[src/rtl/switch_out_arbiter.sv]
// switch_out_arbiter
// Round-robin egress arbiter for one switch output port. Eight ingress FIFOs
// (X0-X3 on bits 0-3, Y0-Y3 on bits 4-7) compete for the port. For each packet
// one FIFO is granted, its head word is popped and registered together with
// its 3-bit source ID, and the word is offered to the device via validrx/ackrx.
//
// Optional build macro: SWARB_TIMEOUT_EN
//   defined   : a word not acknowledged within TMO SEND cycles is dropped and
//               err_o pulses for one cycle.
//   undefined : SEND waits for ackrx indefinitely; err_o is tied low.
module switch_out_arbiter #(
    parameter int DW  = 4,
    parameter int TMO = 15
) (
    input  logic            clk_i,
    input  logic            rst_i,
    input  logic [7:0]      req_i,
    input  logic [8*DW-1:0] dat_i,
    output logic [7:0]      pop_o,
    output logic [7:0]      grant_o,
    output logic [DW+2:0]   dat_o,
    output logic            validrx,
    input  logic            ackrx,
    output logic            busy_o,
    output logic            err_o
);

    typedef enum logic [1:0] {
        ST_IDLE = 2'b00,
        ST_LOAD = 2'b01,
        ST_SEND = 2'b10
    } state_t;

    state_t          r_state;
    logic [2:0]      r_ptr;
    logic [2:0]      r_g;
    logic [7:0]      r_grant;
    logic [DW+2:0]   r_dat;
    logic            r_valid;
    logic            r_busy;

    logic [3:0]      w_pick;
    logic [DW-1:0]   w_payload;
    logic [7:0]      w_pop;

`ifdef SWARB_TIMEOUT_EN
    localparam logic [7:0] TMO_LAST = 8'(TMO - 1);
    logic [7:0]      r_cnt;
    logic            r_err;
`endif

    // Round-robin search: first set request bit starting at ptr, wrapping mod 8.
    // Returns {found, index}. Scanning from the far end lets the nearest hit win.
    function automatic logic [3:0] rr_pick(input logic [7:0] req, input logic [2:0] ptr);
        logic [3:0] res;
        logic [2:0] idx;
        res = 4'b0000;
        for (int i = 7; i >= 0; i--) begin
            idx = ptr + 3'(i);
            if (req[idx]) begin
                res = {1'b1, idx};
            end else begin
                res = res;
            end
        end
        return res;
    endfunction

    // Next owner candidate, evaluated against the current pointer.
    always_comb begin
        w_pick = rr_pick(req_i, r_ptr);
    end

    // Head word of the granted FIFO.
    always_comb begin
        w_payload = dat_i[r_g*DW +: DW];
    end

    // FIFO read strobe: only in LOAD and only while the owner still requests.
    always_comb begin
        w_pop = 8'h00;
        if ((r_state == ST_LOAD) && req_i[r_g]) begin
            w_pop[r_g] = 1'b1;
        end else begin
            w_pop = 8'h00;
        end
    end

    // Arbitration/sequencing FSM with registered outputs.
    always_ff @(posedge clk_i or negedge rst_i) begin
        if (!rst_i) begin
            r_state <= ST_IDLE;
            r_ptr   <= 3'd0;
            r_g     <= 3'd0;
            r_grant <= 8'h00;
            r_dat   <= '0;
            r_valid <= 1'b0;
            r_busy  <= 1'b0;
`ifdef SWARB_TIMEOUT_EN
            r_cnt   <= 8'd0;
            r_err   <= 1'b0;
`endif
        end else begin
`ifdef SWARB_TIMEOUT_EN
            r_err <= 1'b0;
`endif
            case (r_state)
                ST_IDLE: begin
                    if (w_pick[3]) begin
                        r_g     <= w_pick[2:0];
                        r_grant <= 8'h01 << w_pick[2:0];
                        r_busy  <= 1'b1;
                        r_state <= ST_LOAD;
                    end else begin
                        r_state <= ST_IDLE;
                    end
                end
                ST_LOAD: begin
                    if (req_i[r_g]) begin
                        r_dat   <= {r_g, w_payload};
                        r_valid <= 1'b1;
                        r_state <= ST_SEND;
`ifdef SWARB_TIMEOUT_EN
                        r_cnt   <= 8'd0;
`endif
                    end else begin
                        // Request withdrawn before the pop: release, keep pointer.
                        r_grant <= 8'h00;
                        r_busy  <= 1'b0;
                        r_state <= ST_IDLE;
                    end
                end
                ST_SEND: begin
                    if (ackrx) begin
                        r_valid <= 1'b0;
                        r_grant <= 8'h00;
                        r_busy  <= 1'b0;
                        r_ptr   <= r_g + 3'd1;
                        r_state <= ST_IDLE;
                    end else begin
`ifdef SWARB_TIMEOUT_EN
                        if (r_cnt == TMO_LAST) begin
                            // Device never answered: drop the word and move on.
                            r_valid <= 1'b0;
                            r_grant <= 8'h00;
                            r_busy  <= 1'b0;
                            r_err   <= 1'b1;
                            r_ptr   <= r_g + 3'd1;
                            r_state <= ST_IDLE;
                        end else begin
                            r_cnt   <= r_cnt + 8'd1;
                        end
`else
                        r_valid <= 1'b1;
`endif
                    end
                end
                default: begin
                    r_valid <= 1'b0;
                    r_grant <= 8'h00;
                    r_busy  <= 1'b0;
                    r_state <= ST_IDLE;
                end
            endcase
        end
    end

    assign pop_o   = w_pop;
    assign grant_o = r_grant;
    assign dat_o   = r_dat;
    assign validrx = r_valid;
    assign busy_o  = r_busy;
`ifdef SWARB_TIMEOUT_EN
    assign err_o   = r_err;
`else
    assign err_o   = 1'b0;
`endif

endmodule
[config.mk]
export PLATFORM = sky130hd
export DESIGN_NAME = switch_out_arbiter
export DESIGN_NICKNAME = d
export VERILOG_FILES = /design/src/rtl/switch_out_arbiter.sv
export SDC_FILE = /design/constraint.sdc
export NUM_CORES = 1
export LEC_CHECK = 0
export ABC_AREA = 1
export CORE_ASPECT_RATIO = 0.5
export CORE_UTILIZATION = 50
export DETAILED_ROUTE_END_ITERATION = 12
export GPL_ROUTABILITY_DRIVEN = 0
export PLACE_DENSITY = 0.86
export SLEW_MARGIN = 20
export SYNTH_ARGS = -nofsm -noshare
export SYNTH_HDL_FRONTEND = slang
export SYNTH_SLANG_ARGS = --single-unit
[constraint.sdc]
create_clock -name clk_i -period 6 [get_ports clk_i]
set_input_delay 1.8 -clock clk_i [delete_from_list [all_inputs] [get_ports clk_i]]
set_output_delay 1.8 -clock clk_i [all_outputs]
set_load 0.01 [all_outputs]
==> impl_metrics.yaml <==
status:
  status: "finished clean"
setup_path:
  cp.required_ps: 4200
  critical-path-max-stage-delay_ps: 540
  r2r_slack_ps: 3320
  crit_path_frequent_cell: "clkdlybuf4s50_1"
  cp-end-kind: "output port"
  startpoint_type: "primary input"
  reg2reg_from: "r_ptr[0]"
  path_delay_family: "buffers and inverters"
  cp_max_fo: 5
  arrival_ps: 3690
  critPathBufInv: 3
  crit_chain: "clkdlybuf4s50_1 > o21ai_0 > o22ai_1 > o21ai_2 > inv_1 > nand2_1 > nor2_1 > clkdlybuf4s50_1"
  cp_slowest_cell: "clkdlybuf4s50_1"
  crit_path_start: "req_i[1]"
  path_class: "in -> out"
sta:
  slew_headroom_pct: 63.9
  fin_worst_skew_ps: 1.89
  finalSetupViolCount: 0
  rsz0062_at_grt: "false"
  final-hold-violation-count: 0
  worst_pin_slew_ps: 541
  max_freq_ghz: 0.182
  post-route-period-util_pct: 91.5
  layout_min_cycle_time_ps: 5490
  drv_slew: 0
  tns_ps: 0
logic_synthesis:
  synth_top_cell_area_share_pct: 28.7
  ys_seq_elements: 25
  synth_cell_types: 32
  async_flop_share_pct: 100
  yosysSeqAreaShare_pct: 28.7
  synth_cells: 324
  post-synth-top-area-cell: "dfrtp_1"
  synth_edf_count: 0
  syn_avg_cell_area_um2: 6.74
  synth_nets: 373
  synth-main-ff-cell: "dfrtp_1"
  yosysWarnings: 0
  synth.area.top_cells: "dfrtp_1, nand2_1, nor2_1"
  syn_area_um2: 2180
grt:
  grt_pass1_wl_um: 10200
  grt_pass1_vias: 2261
  grt_antenna_before_repair: 0
  grt_start_max_net_pins: 26
  track_usage_pct: 27.9
  grt.overflow.total: 0
pwr:
  vdd_drop_max_mv: 0.260
  p_total_mw: 1.77
  p_leak_nw: 1.36
  power_density_nw_per_um2: 609
clock_network:
  tritoncts: "built"
  postCtsHoldBufs: 0
  root_buffer: "clkbuf_8"
  numClockSinks: 25
  cts_max_level: 1
  cts_buffers: 3
  path_clk_slew_ps: 80
  postCtsSetupBuffers: 0
  postCtsResizedCells: 0
  worstSkewPairLatency_ps: 260
  cts_buffer_depth: 2
routing:
  drc: 0
  routed_wl_um: 5990
  drt-initial-drc-count: 111
  wl_met1_um: 2740
  viasPerCell: 5.38
  vias: 2373
  ant_nets: 0
  first_pass_iters: 5
  routed.top_layer: "met4"
  routedWlPerCell_um: 13.6
  wl_met2_um: 2820
  met3_length_um: 381
place:
  io_buffers: 67
  dp_hpwl_um: 4820
floorplanning:
  die_h_um: 48.7
  start_util_pct: 54.0
  fp.coreArea_um2: 4040
  die_area_um2: 4650
  ios: 69
  fp.dieW_um: 95.5
  num_rows: 16
final_layout:
  area_growth_pct: 33.2
  nets: 437
  drive_gt1_share_pct: 13.7
  n_antenna_cell: 0
flow_run:
  maxCapViolations: 0
hold_path:
  min_from: "busy_o"
  hp-class: "reg -> reg"
==> worst min-delay path: cells and delay by family, from the launching register on <==
| family | cells | cell delay, ps |
|---|---|---|
| flops | 1 | 350 |
| simple gates | 2 | 100 |
==> where the power goes <==
group	total [mW]	internal (mW)	switching (mW)	leakage [nW]
Clock	0.0987	0.0475	0.0512	0.0228
Sequential	0.321	0.241	0.0799	0.321
Combinational	1.35	0.505	0.848	1.01
==> path summary, 6_finish.rpt <==
path	cells after the start	to
min in group asynchronous	1	grant_o[3]
worst max register to register	14	grant_o[4]
worst max-delay path	8	pop_o[3]
worst min register to register	2	busy_o
max in group asynchronous	1	r_g[0]
worst min-delay path	2	busy_o
==> registers in the layout (all words and copies together), names as in the netlist <==
name and cells:
r_ptr 3, dat_o 7, busy_o 1, grant_o 8
validrx 1, r_state 2, r_g 3
==> kinds of logic (layout without fill, tap and decap cells) <==
kind of cell / after synthesis / count (layout) / synth area share [%]
flops: 25 / 25 / 28.7
other cells: 1 / 1 / 0.172
simple gates: 186 / 186 / 39.0
compound gates: 59 / 59 / 16.8
buf+inv: 44 / 107 / 9.05
fa+ha+maj: 6 / 6 / 3.44
xor+xnor: 3 / 3 / 2.92
==> per-stage QoR <==
step           cells  utilization (%)  hold WS [ps]  cell area (µm²)  setup WS (ps)
2_1_floorplan    324                -           481             2180           1600
3_3_place_gp     437             70.9           460             2870            610
3_5_place_dp     437             70.9           469             2870            524
4_1_cts          441             72.1           489             2910            506
5_1_grt          441             71.9           526             2910            335
6_report         441             71.9           485             2910            508
==> per-layer routing <==
| metal | vias to the layer above | track usage, % |
|---|---|---|
| met5 | - | 0 |
| li1 | 1185 | - |
| met1 | 1104 | 37.5 |
| met4 | 0 | 3.48 |
| met3 | 6 | 6.13 |
| met2 | 78 | 47.4 |
==> cells in the final DEF, fill, tap and decap left out, drive strengths merged <==
| cell type | count |
|---|---|
| inv | 34 |
| clkdlybuf4s50 | 66 |
| conb | 1 |
| clkbuf | 4 |
| nor2 | 51 |
| ha | 6 |
| nand3 | 43 |
| o22ai | 2 |
| buf | 3 |
| o21ai | 41 |
| a31oi | 1 |
| xnor2 | 3 |
| nor3 | 1 |
| o32ai | 2 |
| dfrtp | 25 |
| o2111a | 3 |
| a21oi | 10 |
| nand2 | 91 |
==> synth_stat cells (5+ instances only) <==
| cell | count |
|---|---|
| o21ai_1 | 5 |
| dfrtp_1 | 25 |
| nor2_1 | 48 |
| nand3_1 | 35 |
| o21ai_0 | 31 |
| ha_1 | 6 |
| nand2_1 | 77 |
| a21oi_1 | 8 |
| nand2_2 | 13 |
| inv_1 | 23 |
| inv_2 | 10 |
| nand3_2 | 8 |
==> layout make-up <==
class | instances | area [µm²]
Multi-Input combinational cell | 255 | 1360
Fill cell | 329 | 1130
Timing Repair Buffer | 69 | 681
Sequential cell | 25 | 626
Inverter | 34 | 130
Tap cell | 54 | 67.6
Clock buffer | 4 | 45.0
Power figures use the tool's default switching activity.
